$ cat src/rtl/stream_crossbar.sv
// Packet-aware stream crossbar with a per-sink round-robin arbiter; STREAM_CROSSBAR_BEAT_ARB_EN selects per-beat arbitration.
// Zero-cycle data path; s_ready follows the granted sink's m_ready combinationally, only grant/lock state is registered.
module stream_crossbar #(
  parameter int T_DATA_WIDTH = 8,
  parameter int S_DATA_COUNT = 2,
  parameter int M_DATA_COUNT = 2,
  localparam int DW = (M_DATA_COUNT > 1) ? $clog2(M_DATA_COUNT) : 1,
  localparam int IW = (S_DATA_COUNT > 1) ? $clog2(S_DATA_COUNT) : 1
) (
  input  logic                                        clk,
  input  logic                                        rst,
  input  logic [S_DATA_COUNT-1:0][T_DATA_WIDTH-1:0]   s_data_i,
  input  logic [S_DATA_COUNT-1:0][DW-1:0]             s_dest_i,
  input  logic [S_DATA_COUNT-1:0]                     s_last_i,
  input  logic [S_DATA_COUNT-1:0]                     s_valid_i,
  output logic [S_DATA_COUNT-1:0]                     s_ready_o,
  output logic [M_DATA_COUNT-1:0][T_DATA_WIDTH-1:0]   m_data_o,
  output logic [M_DATA_COUNT-1:0][IW-1:0]             m_id_o,
  output logic [M_DATA_COUNT-1:0]                     m_last_o,
  output logic [M_DATA_COUNT-1:0]                     m_valid_o,
  input  logic [M_DATA_COUNT-1:0]                     m_ready_i
);

  logic [M_DATA_COUNT-1:0]         locked;
  logic [M_DATA_COUNT-1:0][IW-1:0] owner;
  logic [M_DATA_COUNT-1:0][IW-1:0] last_grant;
  logic [M_DATA_COUNT-1:0]         gnt_vld;
  logic [M_DATA_COUNT-1:0][IW-1:0] gnt_idx;

  always_comb begin
    int          idx_i;
    logic [IW-1:0] idx;
    logic [IW-1:0] g;
    logic        sel;
    gnt_vld   = '0;
    gnt_idx   = '0;
    m_data_o  = '0;
    m_id_o    = '0;
    m_last_o  = '0;
    m_valid_o = '0;
    s_ready_o = '0;
    idx_i     = 0;
    idx       = '0;
    g         = '0;
    sel       = 1'b0;
    for (int m = 0; m < M_DATA_COUNT; m++) begin
      if (locked[m]) begin
        gnt_vld[m] = 1'b1;
        gnt_idx[m] = owner[m];
      end else begin
        // Search starts just after the previous winner so it drops to lowest priority.
        for (int k = 1; k <= S_DATA_COUNT; k++) begin
          idx_i = (int'(last_grant[m]) + k) % S_DATA_COUNT;
          idx   = IW'(idx_i);
          if (!gnt_vld[m] && s_valid_i[idx] && (s_dest_i[idx] == DW'(m))) begin
            gnt_vld[m] = 1'b1;
            gnt_idx[m] = idx;
          end
        end
      end
      if (gnt_vld[m] && !rst) begin
        g            = gnt_idx[m];
        sel          = (s_dest_i[g] == DW'(m));
        m_valid_o[m] = s_valid_i[g] && sel;
        m_data_o[m]  = s_data_i[g];
        m_last_o[m]  = s_last_i[g];
        m_id_o[m]    = g;
        if (sel && m_ready_i[m]) s_ready_o[g] = 1'b1;
      end
    end
  end

  always_ff @(posedge clk) begin
    if (rst) begin
      locked <= '0;
      for (int m = 0; m < M_DATA_COUNT; m++) begin
        owner[m]      <= '0;
        last_grant[m] <= IW'(S_DATA_COUNT - 1);
      end
    end else begin
      for (int m = 0; m < M_DATA_COUNT; m++) begin
        if (m_valid_o[m] && m_ready_i[m]) begin
          last_grant[m] <= gnt_idx[m];
          owner[m]      <= gnt_idx[m];
`ifdef STREAM_CROSSBAR_BEAT_ARB_EN
          locked[m]     <= 1'b0;
`else
          locked[m]     <= !m_last_o[m];
`endif
        end
      end
    end
  end

endmodule

$ cat config.mk
export PLATFORM = sky130hd
export DESIGN_NAME = stream_crossbar
export DESIGN_NICKNAME = d
export VERILOG_FILES = /design/src/rtl/stream_crossbar.sv
export SDC_FILE = /design/constraint.sdc
export NUM_CORES = 1
export LEC_CHECK = 0
export CAP_MARGIN = 10
export CORE_MARGIN = 2
export CORE_UTILIZATION = 31
export CTS_CLUSTER_SIZE = 40
export DETAILED_ROUTE_END_ITERATION = 8
export GPL_TIMING_DRIVEN = 0
export PLACE_DENSITY_LB_ADDON = 0.2
export SKIP_CTS_REPAIR_TIMING = 1
export SYNTH_ARGS = -nofsm -noshare
export SYNTH_HDL_FRONTEND = slang
export SYNTH_SLANG_ARGS = --single-unit
$ cat constraint.sdc
create_clock -name clk -period 1.45 [get_ports clk]
set_input_delay 0.29 -clock clk [delete_from_list [all_inputs] [get_ports clk]]
set_output_delay 0.29 -clock clk [all_outputs]
set_load 0.02 [all_outputs]
==> results.md, run 1 <==
* Status: finished with violations
* Failing checks: setup timing
* Switch Pwr at 0.3309 mW
* First-pass GRT wire length at 4.057 mm
* Layout Nets at 177
* Fillcell total at 154
* Worst relative slew slack at 0.7689
* Post-route DRC at 0
* Layout Skew at 0.0001660 ns
* Final-report max-slew violation count at 0
* Number of unique standard cell types used by synthesis at 40
* Critical path endpoint category: primary output
* Sw frac at 0.3690
* Worst Setup Path Type: primary input to primary output
* Top Ports at 50
* RR Endpoint: locked[0]
* CTS Sinks at 6
* Fraction of layout cells with a size suffix above 1 at 0.6133
* Flip-flop and latch area at 133.9 sq um
* Final period utilization at 1.309
* Core Box Area at 0.002170 sq mm
* Worst R2R Setup Slack at -0.03 ns
* Internal at 0.5660 mW
* Arr. time, crit path at 1.61 ns
* Synth warn at 0
* Port bufs at 49
* Critical path fanouts, max at 5
* Largest net degree at the start of global routing at 11
* Site Rows at 17
* Fin crit period at 1.898 ns
* Gr ovfl total at 0
* Starting Density at 0.3206
* Finish-stage setup viols at 25
* Pwr/cell area at 549.7 mW/mm^2
* CTS Buf Count at 3
* Die Area at 0.002639 sq mm
* Pleak at 0.7292 nW
* Sequential fraction of the synthesis area at 0.1727
* CTS Root Cell: clkbuf_4
* Register share of total power at 0.214
* Combinational Power Share at 0.591
* H-tree depth at 1
* Ant. Diodes at 0
* Reg clk slew, reported paths at 0.05 ns
* Fmax at 526.9 MHz
* Initial antenna violation count at 0
* Met2 WL post-DR at 1.411 mm
* GPL Wtd Cong at 0.7622
* Clock Path Buffers at 2
* WL met1 at 1.152 mm
* P&R area growth vs syn at 134.5%
* Initial DRC Count at 8
* Die X at 51.37 um
* DR vias at 1002
* Final hold viol count at 0
* Worst Hold Class: flop to flop
* Syn_nets at 110
* Setup crit start: rst
* Worst slew pin tran at 0.3456 ns
* Vias in the first global route at 928
* Clk_lat worst skew at 0.26 ns
* Top routing layer in use: met4
* Average size of a mapped cell at 8.282 sq um
* Post-DP HPWL at 1.912 mm
* Final hold slack at 0.5332 ns
* CP required at 1.16 ns
* Drt pass-1 iters at 4
* GR Util All Layers at 0.2035
* Footprint of the multi-input gates at 813.3 sq um
* Total power at 0.8969 mW
* Wire per inst at 16.01 um
* CTS tree: yes
* Startpoint Class: primary input
* Max IR drop VDD at 0.6464 mV
* Clk network pwr share at 0.196
* CP Capture Point: m_data_o[11]
* Worst reg2reg path depth at 4
* WL final at 2.850 mm
* R2R Path Start: last_grant[0]
* #FFs+latches synth at 6
* Chip height at 51.37 um
* Syn Std Cell Area at 695.7 sq um
* Syn Inst Count at 84
* Vias/cell at 5.629
* Worst Slack Setup Final at -0.4480 ns
* Antenna Nets Post-Route at 0
* MaxCap Viol Count at 0
* RSZ-0062 raised after global routing: true
* WL met3 at 230 um
==> sequential cells by signal, summed over array words and instances (netlist names) <==
| register | flops |
|---|---|
| last_grant | 2 |
| locked | 2 |
| owner | 2 |
==> layout make-up <==
type	instances	share of cell area
Clock buffer	4	0.01610
Sequential cell	6	0.08206
Multi-Input combinational cell	73	0.4985
Inverter	5	0.01610
Timing Repair Buffer	60	0.3574
Tap cell	28	0.02147
Timing Repair inverter	1	0.003834
Buffer	1	0.004601
==> how the worst min path moves through the flow <==
stage / from / end / slack, ns / depth (start not counted)
CTS: owner[0] / owner[0] / 0.54 / 2
global placement: last_grant[0] / last_grant[0] / 0.52 / 2
finish: owner[0] / owner[0] / 0.53 / 2
floorplan: m_ready_i[1] / last_grant[1] / 0.44 / 1
detailed placement: owner[0] / owner[0] / 0.53 / 2
global route: owner[0] / owner[0] / 0.56 / 2
==> per-layer routing <==
layer / up-vias / GRT usage
met5: - / 0
met1: 471 / 0.2282
li1: 484 / -
met3: 4 / 0.05263
met2: 43 / 0.3526
met4: 0 / 0.1009
==> power by group through the flow <==
stage / Clock, mW / Combinational (mW) / Sequential (mW)
after floorplan: 0 / 0.241 / 0.189
after detailed placement: 0 / 0.435 / 0.192
final: 0.175 / 0.530 / 0.192
after global routing: 0.201 / 0.561 / 0.193
after global placement: 0 / 0.428 / 0.191
after CTS: 0.181 / 0.437 / 0.189
==> cell usage after synthesis <==
| master | n | share of area |
|---|---|---|
| a31oi_1 | 1 | 0.0090 |
| mux2i_1 | 3 | 0.043 |
| a21oi_1 | 1 | 0.0072 |
| and2_1 | 2 | 0.018 |
| a21oi_2 | 1 | 0.013 |
| o32ai_1 | 2 | 0.025 |
| nor2_4 | 1 | 0.016 |
| o311a_1 | 1 | 0.014 |
| o21ai_0 | 2 | 0.014 |
| and3_2 | 1 | 0.011 |
| o31ai_4 | 1 | 0.031 |
| o31a_1 | 1 | 0.013 |
| o21ai_1 | 2 | 0.014 |
| nand3_1 | 1 | 0.0072 |
| and3b_2 | 1 | 0.014 |
| a22o_1 | 17 | 0.21 |
| nand2_1 | 5 | 0.027 |
| a21o_1 | 2 | 0.022 |
| and3b_1 | 1 | 0.013 |
| and3_1 | 1 | 0.0090 |
| a41o_1 | 1 | 0.014 |
| a211oi_1 | 2 | 0.022 |
| nor3_1 | 3 | 0.022 |
| dfxtp_1 | 6 | 0.17 |
| o211ai_1 | 1 | 0.011 |
| inv_2 | 1 | 0.0054 |
| and2b_2 | 1 | 0.013 |
| inv_1 | 4 | 0.022 |
| nor2_1 | 5 | 0.027 |
| o22ai_1 | 1 | 0.0090 |
| a21boi_0 | 1 | 0.011 |
| o31a_4 | 1 | 0.025 |
| and4_2 | 1 | 0.014 |
| mux2_2 | 1 | 0.016 |
| a22oi_1 | 1 | 0.011 |
| nand2b_1 | 2 | 0.018 |
| clkbuf_1 | 1 | 0.0054 |
| a2bb2oi_1 | 1 | 0.013 |
| a311o_1 | 1 | 0.014 |
| or2b_1 | 2 | 0.022 |
==> cells in the final DEF, fill, tap and decap left out, drive strengths merged <==
master	netlist	final
o211ai	1	1
a211oi	2	2
dfxtp	6	6
and2	2	2
nand2b	2	2
a311o	1	1
a21oi	2	2
or2b	2	2
a21boi	1	1
o31a	2	2
and3b	2	2
nor2	6	7
nand3	1	1
a22o	17	17
a21o	2	2
buf	0	40
mux2	1	1
nand2	5	5
o32ai	2	2
o22ai	1	1
mux2i	3	3
o31ai	1	1
a41o	1	1
clkdlybuf4s50	0	21
clkbuf	1	4
and3	2	2
nor3	3	3
o311a	1	1
inv	5	6
o21ai	4	4
a2bb2oi	1	1
a22oi	1	1
a31oi	1	1
and4	1	1
and2b	1	1
==> critical path, stage by stage <==
cell and delay, ns:
clkdlybuf4s50_1 0.49, inv_2 0.08, o21ai_4 0.09, nand2b_4 0.22, inv_4 0.07, a22o_4 0.24, buf_6 0.13
==> per-stage QoR <==
step	setup slack (ns)	area, sq um	TNS (ns)	cells	utilization
global placement	-1.361	1381	-33.10	161	0.6367
floorplan	-0.2202	855.8	-3.308	84	-
CTS	-1.384	1408	-32.24	165	0.6488
global route	-0.5061	1632	-10.81	178	0.7520
finish	-0.4480	1632	-9.323	178	0.7520
detailed placement	-1.379	1381	-33.54	161	0.6367
==> cells by family after synthesis <==
| family | synth area share |
|---|---|
| AOI/OAI and AO/OA | 0.5054 |
| and+or+nand+nor | 0.2302 |
| DFF | 0.1727 |
| buffers and inverters | 0.03236 |
| muxes | 0.05935 |
(Power assumes the default switching activity.)
==> run 2, diff against run 1 <==
SKIP_LAST_GASP = 1   (was not set)
==> run 2 against run 1 <==
Compared with the run above:
- the run still ends with setup timing left
- final cell count is the same
- largest power group unchanged
- total power is the same
- critical endpoint unchanged
- critical path depth is the same
- clock skew is the same
==> results.md, run 2 (synthesis gave the netlist of run 1 again) <==
* CTS Buf Count at 3 (unchanged)
* Fin crit period at 1.898 ns (unchanged)
* Pleak at 0.7292 nW (unchanged)
* Worst path cell trace: clkdlybuf4s50_1 > inv_2 > o21ai_4 > nand2b_4 > inv_4 > a22o_4 > buf_6
* Arr. time, crit path at 1.61 ns (about the same)
* Top Registers: last_grant x2, locked x2, owner x2
* Vias in the first global route at 928 (unchanged)
* Crit path max-delay cell type: clkdlybuf4s50_1
* Gr ovfl total at 0 (unchanged)
* CTS Root Cell: clkbuf_4
* Final hold viol count at 0 (unchanged)
* First-pass GRT wire length at 4.057 mm (unchanged)
* Initial antenna violation count at 0 (unchanged)
* Post-route DRC at 0 (unchanged)
* Worst Setup Path Type: primary input to primary output
* Most common cell after layout, fill and taps aside: clkdlybuf4s50_1
* WL final at 2.850 mm (unchanged)
* CP Depth at 7 (unchanged)
* Critical path fanouts, max at 5 (unchanged)
* Final period utilization at 1.309 (unchanged)
* Area post-placement at 0.001381 sq mm (unchanged)
* Clock Path Buffers at 2 (unchanged)
* Combinational Power Share at 0.591 (about the same)
* Port bufs at 49 (unchanged)
* Final-report max-slew violation count at 0 (unchanged)
* Top Ports at 50 (unchanged)
* R2R Path Start: last_grant[0]
* H-tree depth at 1 (unchanged)
* Internal at 0.5660 mW (unchanged)
* Clk network pwr share at 0.196 (about the same)
* Core Box Area at 0.002170 sq mm (unchanged)
* Layout Nets at 177 (unchanged)
* Initial DRC Count at 8 (unchanged)
* Worst relative slew slack at 0.7689 (unchanged)
* Cell family with most CP delay: buffers and inverters
* Most frequent cells in the layout: 21 x clkdlybuf4s50_1, 18 x buf_6, 17 x buf_4
* CP Capture Point: m_data_o[11]
* DR vias at 1002 (unchanged)
* Antenna Nets Post-Route at 0 (unchanged)
* Finish-stage setup viols at 25 (unchanged)
* Non-Filler Instances at 178 (unchanged)
* Sw frac at 0.3690 (unchanged)
* P&R area growth vs syn at 134.5% (unchanged)
* Ant. Diodes at 0 (unchanged)
* Setup crit start: rst
* Total power at 0.8969 mW (unchanged)
* Die X at 51.37 um (unchanged)
* Design area at 0.001632 sq mm (unchanged)
* Drt pass-1 iters at 4 (unchanged)
* MaxCap Viol Count at 0 (unchanged)
* CTS Sinks at 6 (unchanged)
* Post-DP HPWL at 1.912 mm (unchanged)
* Slowest stage delay, CP at 0.49 ns (about the same)
* Largest net degree at the start of global routing at 11 (unchanged)
* Status: finished with violations
* Worst R2R Setup Slack at -0.03 ns (about the same)
* Startpoint Class: primary input
* Final hold slack at 0.5332 ns (unchanged)
* CP required at 1.16 ns (about the same)
* Reg clk slew, reported paths at 0.05 ns (about the same)
* Clk_lat worst skew at 0.26 ns (about the same)
* Worst slew pin tran at 0.3456 ns (unchanged)
* Failing checks: setup timing
* Layout Skew at 0.0001660 ns (unchanged)
* Fmax at 526.9 MHz (unchanged)
* CTS tree: yes
* GPL Wtd Cong at 0.7622 (unchanged)
* Critical path endpoint category: primary output
* Die Area at 0.002639 sq mm (unchanged)
* RSZ-0062 raised after global routing: true
* Worst reg2reg path depth at 4 (unchanged)
* Max IR drop VDD at 0.6464 mV (unchanged)
* Worst Slack Setup Final at -0.4480 ns (unchanged)
* RR Endpoint: locked[0]
* Wire per inst at 16.01 um (unchanged)
* Pwr/cell area at 549.7 mW/mm^2 (unchanged)
* Site Rows at 17 (unchanged)
* Vias/cell at 5.629 (unchanged)
* GR Util All Layers at 0.2035 (unchanged)
* Switch Pwr at 0.3309 mW (unchanged)
* Starting Density at 0.3206 (unchanged)
* Chip height at 51.37 um (unchanged)
* Register share of total power at 0.214 (about the same)
* DP Cell Count at 161 (unchanged)
* Min-delay src: owner[0]
* Buffers & Inverters on Critical Path at 4 (unchanged)
* Fraction of layout cells with a size suffix above 1 at 0.6133 (unchanged)
* Worst Hold Class: flop to flop
## run 2: cell counts in the layout (fill, tap and decap cells not counted)
Identical to the previous run, type by type.
## run 2: metal layers
layer	share of wire	global-route usage	vias to the layer above
met4	0.020	0.1009	0
met5	0	0	-
met3	0.081	0.05263	4
li1	-	-	484
met2	0.50	0.3526	43
met1	0.40	0.2282	471
## run 2: area by class of cell
class                           instances  area (sq um)
Tap cell                               28         35.03
Timing Repair Buffer                   60         583.1
Sequential cell                         6         133.9
Fill cell                             154         538.0
Multi-Input combinational cell         73         813.3
Inverter                                5         26.28
Timing Repair inverter                  1         6.256
Buffer                                  1         7.507
Clock buffer                            4         26.28
## run 2: worst min-delay path, delay by kind of cell, from the launching register on
| family | cells | cell delay (ns) |
|---|---|---|
| flip-flops | 1 | 0.35 |
| AO/OA/AOI/OAI | 1 | 0.07 |
| AND/OR/NAND/NOR | 1 | 0.07 |
## run 2: per-stage QoR
stage / setup WS, ns / TNS (ns) / util
finish: -0.4480 / -9.323 / 0.7520
global route: -0.5061 / -10.81 / 0.7520
CTS: -1.384 / -32.24 / 0.6488
detailed placement: -1.379 / -33.54 / 0.6367
global placement: -1.361 / -33.10 / 0.6367
floorplan: -0.2202 / -3.308 / -
## run 2: worst min-delay path by stage
stage,to,slack (ns),cells after the start
2_1_floorplan,last_grant[1],0.44,1
3_3_place_gp,last_grant[0],0.52,2
3_5_place_dp,owner[0],0.53,2
4_1_cts,owner[0],0.54,2
5_1_grt,owner[0],0.56,2
6_report,owner[0],0.53,2
## run 2: power groups by stage
stage | sequential, mW | clock [mW] | combinational, mW
4_1_cts | 0.189 | 0.181 | 0.437
3_3_place_gp | 0.191 | 0 | 0.428
2_1_floorplan | 0.189 | 0 | 0.241
6_report | 0.192 | 0.175 | 0.530
3_5_place_dp | 0.192 | 0 | 0.435
5_1_grt | 0.193 | 0.201 | 0.561
